File: src/rtl/serial_adder_seq.sv
// Bit-serial LSB-first adder: two half-adder cells plus a registered carry, one bit per clock.
// Define SERIAL_ADDER_SUB_EN to add a 'sub' input that selects a - b (two's complement) at start.
module serial_adder_seq #(
    parameter int WIDTH = 8
) (
    input  logic             clk,
    input  logic             rst_n,
    input  logic             start,
`ifdef SERIAL_ADDER_SUB_EN
    input  logic             sub,
`endif
    input  logic [WIDTH-1:0] a_in,
    input  logic [WIDTH-1:0] b_in,
    output logic             busy,
    output logic             done,
    output logic [WIDTH-1:0] sum_out,
    output logic             carry_out
);

    localparam int CW = (WIDTH > 2) ? $clog2(WIDTH) : 1;

    typedef enum logic [1:0] {
        IDLE  = 2'd0,
        SHIFT = 2'd1,
        DONE  = 2'd2
    } state_t;

    state_t           state_q;
    logic [WIDTH-1:0] a_q, b_q, res_q, sum_q;
    logic             c_q, carry_q, busy_q, done_q;
    logic [CW-1:0]    cnt_q;

    logic             ha1_s, ha1_c, ha2_c;
    logic             s_d, c_d;
    logic [WIDTH-1:0] res_d;
    logic [WIDTH-1:0] b_load;
    logic             c_load;

    // Full adder built from two half adders; their carries can never both be 1, so OR suffices.
    assign ha1_s = a_q[0] ^ b_q[0];
    assign ha1_c = a_q[0] & b_q[0];
    assign s_d   = ha1_s ^ c_q;
    assign ha2_c = ha1_s & c_q;
    assign c_d   = ha1_c | ha2_c;
    assign res_d = {s_d, res_q[WIDTH-1:1]};

`ifdef SERIAL_ADDER_SUB_EN
    // Subtraction: a + ~b + 1, so carry_out=1 means no borrow.
    assign b_load = sub ? ~b_in : b_in;
    assign c_load = sub;
`else
    assign b_load = b_in;
    assign c_load = 1'b0;
`endif

    always_ff @(posedge clk or negedge rst_n) begin
        if (!rst_n) begin
            state_q <= IDLE;
            a_q     <= '0;
            b_q     <= '0;
            res_q   <= '0;
            sum_q   <= '0;
            c_q     <= 1'b0;
            carry_q <= 1'b0;
            busy_q  <= 1'b0;
            done_q  <= 1'b0;
            cnt_q   <= '0;
        end else begin
            done_q <= 1'b0;
            case (state_q)
                IDLE, DONE: begin
                    if (start) begin
                        a_q     <= a_in;
                        b_q     <= b_load;
                        c_q     <= c_load;
                        res_q   <= '0;
                        cnt_q   <= '0;
                        busy_q  <= 1'b1;
                        state_q <= SHIFT;
                    end else begin
                        state_q <= IDLE;
                    end
                end
                SHIFT: begin
                    a_q   <= a_q >> 1;
                    b_q   <= b_q >> 1;
                    c_q   <= c_d;
                    res_q <= res_d;
                    cnt_q <= cnt_q + 1'b1;
                    if (cnt_q == CW'(WIDTH - 1)) begin
                        sum_q   <= res_d;
                        carry_q <= c_d;
                        busy_q  <= 1'b0;
                        done_q  <= 1'b1;
                        state_q <= DONE;
                    end
                end
                default: begin
                    busy_q  <= 1'b0;
                    state_q <= IDLE;
                end
            endcase
        end
    end

    assign busy      = busy_q;
    assign done      = done_q;
    assign sum_out   = sum_q;
    assign carry_out = carry_q;

endmodule

File: config.mk
export PLATFORM = sky130hd
export DESIGN_NAME = serial_adder_seq
export DESIGN_NICKNAME = d
export VERILOG_FILES = /design/src/rtl/serial_adder_seq.sv
export SDC_FILE = /design/constraint.sdc
export NUM_CORES = 1
export LEC_CHECK = 0
export ABC_AREA = 0
export BUFFER_PORTS_ARGS = -buffer_cell sky130_fd_sc_hd__buf_4
export CORE_MARGIN = 2
export CORE_UTILIZATION = 40
export CTS_BUF_LIST = sky130_fd_sc_hd__clkbuf_8 sky130_fd_sc_hd__clkbuf_16
export CTS_CLUSTER_SIZE = 30
export DETAILED_ROUTE_END_ITERATION = 6
export GPL_ROUTABILITY_DRIVEN = 0
export PLACE_DENSITY = 0.65
export SLEW_MARGIN = 10
export SYNTH_ARGS = -nofsm -noshare
export SYNTH_HDL_FRONTEND = slang
export SYNTH_SLANG_ARGS = --single-unit
File: constraint.sdc
create_clock -name clk -period 4.9 [get_ports clk]
set_clock_uncertainty 0.2 [all_clocks]
set_input_delay 0.49 -clock clk [delete_from_list [all_inputs] [get_ports clk]]
set_output_delay 0.49 -clock clk [all_outputs]
set_load 0.005 [all_outputs]
## After elaboration in Yosys (flattened, before gate mapping)

Cells that the tools add are included.

| storage, ports and cells | value |
|---|---|
| bits in registers | 41 |
| bits of input ports | 19 |
| output and inout bits | 11 |

| cells by class | value |
|---|---|
| add/subtract/negate cells | 1 |
| equal/unequal tests | 5 |
| mux-type cells | 18 |
| bitwise operators | 5 |
| reduce and logical (&&, ||, !) cells | 6 |

Operators with widths:

| operator | number |
|---|---|
| $pmux 8 s2 | 3 |
| $mux 8 | 3 |
| $mux 1 | 6 |
| $pmux 3 s2 | 1 |
| $reduce_and 2->1 | 3 |
| $ne 2x2->1 const B | 2 |
| $pmux 1 s2 | 2 |
| $pmux 2 s2 | 1 |
| $add 3x1->3 const B | 1 |
| $eq 3x3->1 const B | 1 |
| $mux 3 | 1 |
| $and 1x1->1 | 2 |
| $eq 2x1->1 const B | 1 |
| $eq 2x2->1 const B | 1 |
| $logic_not 2->1 | 1 |
| $mux 2 | 1 |
| $reduce_bool 2->1 | 1 |
| $reduce_or 2->1 | 1 |
| $xor 1x1->1 | 2 |
| $or 1x1->1 | 1 |

## Logic depth before layout (Yosys ltp)

| logic depth | value |
|---|---|
| depth in word-level cells | 4 |
| mapped depth | 6 |

## Worst setup path before layout

Ideal clock, no wire load.

| timing | value |
|---|---|
| path type | reg2reg |
| start point | register a_q[0] |
| end point | register c_q |
| arrival time | 1281 ps |
| setup slack | 3298 ps |
| cell stages (with the launch flop) | 4 |
| path buffers | 0 |
| period minus slack after synthesis | 1602 ps |
| path through | dfrtp_1 -> fa_1 -> mux2_2 -> a22o_1 |

| between the ends | value |
|---|---|
| longest elaborated chain between the ends | 4 |

RTL lines:

| element | RTL line | source |
|---|---|---|
| start: declaration | 29 | `logic [WIDTH-1:0] a_q, b_q, res_q, sum_q;` |
| start signal: assignment | 73 | `a_q <= a_in;` |
| start signal: assignment | 85 | `a_q <= a_q >> 1;` |
| $xor 1x1->1 | 40 | `assign ha1_s = a_q[0] ^ b_q[0];` |
| $and 1x1->1 | 43 | `assign ha2_c = ha1_s & c_q;` |
| $or 1x1->1 * | 44 | `assign c_d = ha1_c \| ha2_c;` |
| via c_d | 34 | `logic s_d, c_d;` |
| $pmux 1 s2 * | 70 | `case (state_q)` |
| end signal: assignment | 75 | `c_q <= c_load;` |
| end: declaration | 30 | `logic c_q, carry_q, busy_q, done_q;` |

Mark *: on every way through the listed nets, which the timed path passes. The rest lies on a longest branch.
A chain may end at the register's enable or synchronous reset.

## Worst setup path after layout

| timing | value |
|---|---|
| start point | register state_q[1] |
| end point | register sum_q[0], in the netlist sum_out[0] |

| between the ends | value |
|---|---|
| longest elaborated chain between the ends | 2 |

RTL lines:

| element | RTL line | source |
|---|---|---|
| start: declaration | 28 | `state_t state_q;` |
| start signal: assignment | 58 | `state_q <= IDLE;` |
| start signal: assignment | 79 | `state_q <= SHIFT;` |
| start signal: assignment | 81 | `state_q <= IDLE;` |
| $eq 2x1->1 | 70 |  |
| $reduce_and 2->1 (no source line) | - |  |
| end signal: assignment | 91 | `sum_q <= res_d;` |
| end: declaration | 29 |  |

No other way between the ends.

==> out/summary.json <==
{
  "outcome": {
    "status": "finished clean"
  },
  "synth": {
    "post_synth_num_cell_types": 23,
    "synth_compound_area_share_pct": 14.7,
    "post_synth_fa_ha_maj_area_fraction_pct": 2.32,
    "synth_cells": 157,
    "synth_top_family_by_area": "multiplexers",
    "syn_area_per_cell_um2": 12.4,
    "yosys_register_bits": 40,
    "seq_area_frac_synth_pct": 51.5,
    "synth_net_count": 179,
    "synth-xor-area-share_pct": 0,
    "yosys-mux-area-fraction_pct": 19.7,
    "syn-cell-area_um2": 1940,
    "synth_simple_gate_area_share_pct": 7.54,
    "yosys_warnings": 0
  },
  "drt": {
    "avgViaCountPerCell": 5.37,
    "detailroute.via_count": 1279,
    "drt-total-wl_um": 3500,
    "drt-wirelength-per-cell_um": 14.7,
    "pre_antenna_drt_iters": 4,
    "drt_drc_violations_left": 0,
    "postRouteAntennaNets": 0,
    "dr_iter_0_viols": 65
  },
  "placement": {
    "portBuffers": 29,
    "placement.cell_area_um2": 2160,
    "place_hpwl_um": 2300,
    "dp.cells": 229
  },
  "floorplanning": {
    "die_w_um": 73.7,
    "ioPinCount": 30,
    "core_um2": 4690,
    "std_cell_rows": 25,
    "initial_utilization_pct": 41.4,
    "die_area_um2": 5430,
    "fp.dieH_um": 73.7
  },
  "clock_tree": {
    "skew_pair_late_insertion_delay_ns": 0.29,
    "tritoncts_clock_tree": "built",
    "cts.reportedPaths.clkPinSlew_ns": 0.08,
    "htree_num_levels": 2,
    "cts_repair_resize_count": 0,
    "ctsLongestPathBuffers": 2,
    "ctsRootBufferMaster": "sky130_fd_sc_hd__clkbuf_8",
    "cts.sinks": 40,
    "cts_buffers": 5
  },
  "power_and_ir_drop": {
    "switching_share_of_power_pct": 32.9,
    "share_clk_of_total_power_pct": 16.4,
    "combPwrFrac_pct": 39.0,
    "cell_internal_pwr_w": 0.000910,
    "ir_drop_uv": 266,
    "sequentialPowerShare_pct": 44.6,
    "power.switching_w": 0.000446,
    "total_leakage_power_nw": 1.05,
    "p_per_area_nw_per_um2": 599
  },
  "finish": {
    "layout_common_cells": "sky130_fd_sc_hd__dfrtp_1, sky130_fd_sc_hd__buf_4, sky130_fd_sc_hd__mux2i_1, sky130_fd_sc_hd__nor2b_1",
    "final.fill_count": 426,
    "final_net_count": 205,
    "final_core_occ_pct": 48.2,
    "area_of_all_placed_cells_without_fillers_um2": 2260,
    "final_layout_size_suffix_gt1_share_pct": 31.5,
    "multi_input_comb_area_um2": 860,
    "layout_commonest_cell": "sky130_fd_sc_hd__dfrtp_1",
    "num_antenna_cells": 0,
    "final-instance-count-excl-fill": 238,
    "ff_latch_area_um2": 1000,
    "areaGrowthSynthToFinish_pct": 16.6
  },
  "worst_setup_path": {
    "endpoint_kind": "register",
    "crit_path_start_kind": "register",
    "slowest_delay_ns": 1.13,
    "critical_path_arrival_ns": 2.26,
    "cp_cell_sequence": "nor2b_4 -> nand2_2 -> mux2_2",
    "cp.required_ns": 4.88,
    "cp_max_fo": 25,
    "critical-path-slowest-cell": "sky130_fd_sc_hd__dfrtp_1",
    "worstSetupPathType": "reg2reg"
  },
  "global_route": {
    "global_router_s_overall_resource_usage_pct": 14.8,
    "grt_first_pass_wirelength_um": 5980,
    "grt_pass1_vias": 1282,
    "overflow": 0,
    "antenna_found_initial": 0,
    "maximum_number_of_pins_on_one_net_before_global_route_repair": 44
  },
  "sta": {
    "maximum_operating_frequency_ghz": 0.437,
    "setup_repair_after_global_routing_missed_its_margin": "no",
    "fin_crit_share_pct": 46.7,
    "worst_slew_pin_slew_ns": 1.18,
    "hold_viol_final": 0,
    "finalWorstPathRequiredPeriod_ns": 2.29,
    "sum_of_negative_setup_slack_ns": 0,
    "slew_viol_final": 0,
    "timing.max_slew.rel_slack_pct": 21.1,
    "setup_viol": 0
  },
  "job": {
    "max-cap-violations": 0
  },
  "min_path": {
    "hp-class": "in2reg"
  }
}
-- cell families after synthesis --
family	Yosys count
buf+inv	14
compound gates	42
simple gates	25
mux	33
flops	40
fa+ha+maj	3
-- per-stage QoR --
step	hold slack [ns]	worst slack [ns]	power [W]
5_1_grt	0.263	2.49	0.00147
2_1_floorplan	-0.00559	3.30	0.000985
4_1_cts	0.267	2.56	0.00138
3_5_place_dp	0.272	2.57	0.00115
3_3_place_gp	0.274	2.69	0.00111
6_report	0.272	2.61	0.00136
-- flip-flops by register name (all words and copies together), names as in the netlist --
signal	cells
a_q	8
state_q	2
b_q	8
sum_out	8
carry_out	1
busy	1
c_q	1
cnt_q	3
done	1
res_q	7
-- power by group through the flow --
stage               registers [W]  logic, W  clock network (W)
detailed placement       0.000613  0.000532                  0
CTS                      0.000609  0.000536           0.000231
global placement         0.000605  0.000507                  0
finish                   0.000605  0.000529           0.000223
global route             0.000629  0.000591           0.000248
floorplan                0.000568  0.000416                  0
-- synth_stat cells (all sizes together) --
library cell   n  share of area (%)
mux2          18                 12
clkbuf         5               0.97
nor2           4               0.77
a21oi         13                3.4
o21ai          4                1.0
inv            2               0.39
a21o           2               0.77
a22o          10                4.5
dfrtp         40                 52
buf            7                2.8
nand3          2               0.52
fa             1                1.0
nand2          3               0.71
nor2b         15                5.2
a211oi        13                5.0
nand2b         1               0.32
ha             2                1.3
mux2i         15                7.7
-- repair_timing --
action,in CTS,in global routing
endpoints found under the hold margin,40,0
hold buffers,1,0
setup buffers,0,0
-- path summary, 6_finish.rpt --
path / start / to / slack (ns) / depth (start not counted)
max in group asynchronous: rst_n / c_q$_DFFE_PN0P_ / 3.65 / 2
max: state_q[1]$_DFFE_PN0P_ / sum_out[0]$_DFFE_PN0P_ / 2.61 / 3
min: a_in[5] / a_q[5]$_DFFE_PN0P_ / 0.27 / 3
min reg2reg: b_q[1]$_DFFE_PN0P_ / b_q[1]$_DFFE_PN0P_ / 0.29 / 1
max reg2reg: state_q[1]$_DFFE_PN0P_ / sum_out[0]$_DFFE_PN0P_ / 2.61 / 3
min in group asynchronous: rst_n / sum_out[6]$_DFFE_PN0P_ / 0.50 / 2
-- worst max-delay path: cells and delay by family (launching register included) --
| kind | cells | cell delay (ns) |
|---|---|---|
| DFF | 1 | 1.13 |
| muxes | 1 | 0.38 |
| and+or+nand+nor | 2 | 0.45 |
-- area by class of cell --
class / instances / share of cell area (%)
Clock inverter: 2 / 0.442
Inverter: 2 / 0.332
Tap cell: 54 / 2.99
Clock buffer: 6 / 3.65
Sequential cell: 40 / 44.2
Multi-Input combinational cell: 103 / 38.0
Timing Repair Buffer: 31 / 10.4
-- routing by layer --
layer  vias to the layer above  share of wire [%]  GRT usage [%]
met5                         -                  0              0
met3                         8                4.6           4.66
li1                        618                  -              -
met1                       624                 45           18.6
met2                        29                 48           23.5
met4                         0                2.1           6.67
(Power assumes the default switching activity.)
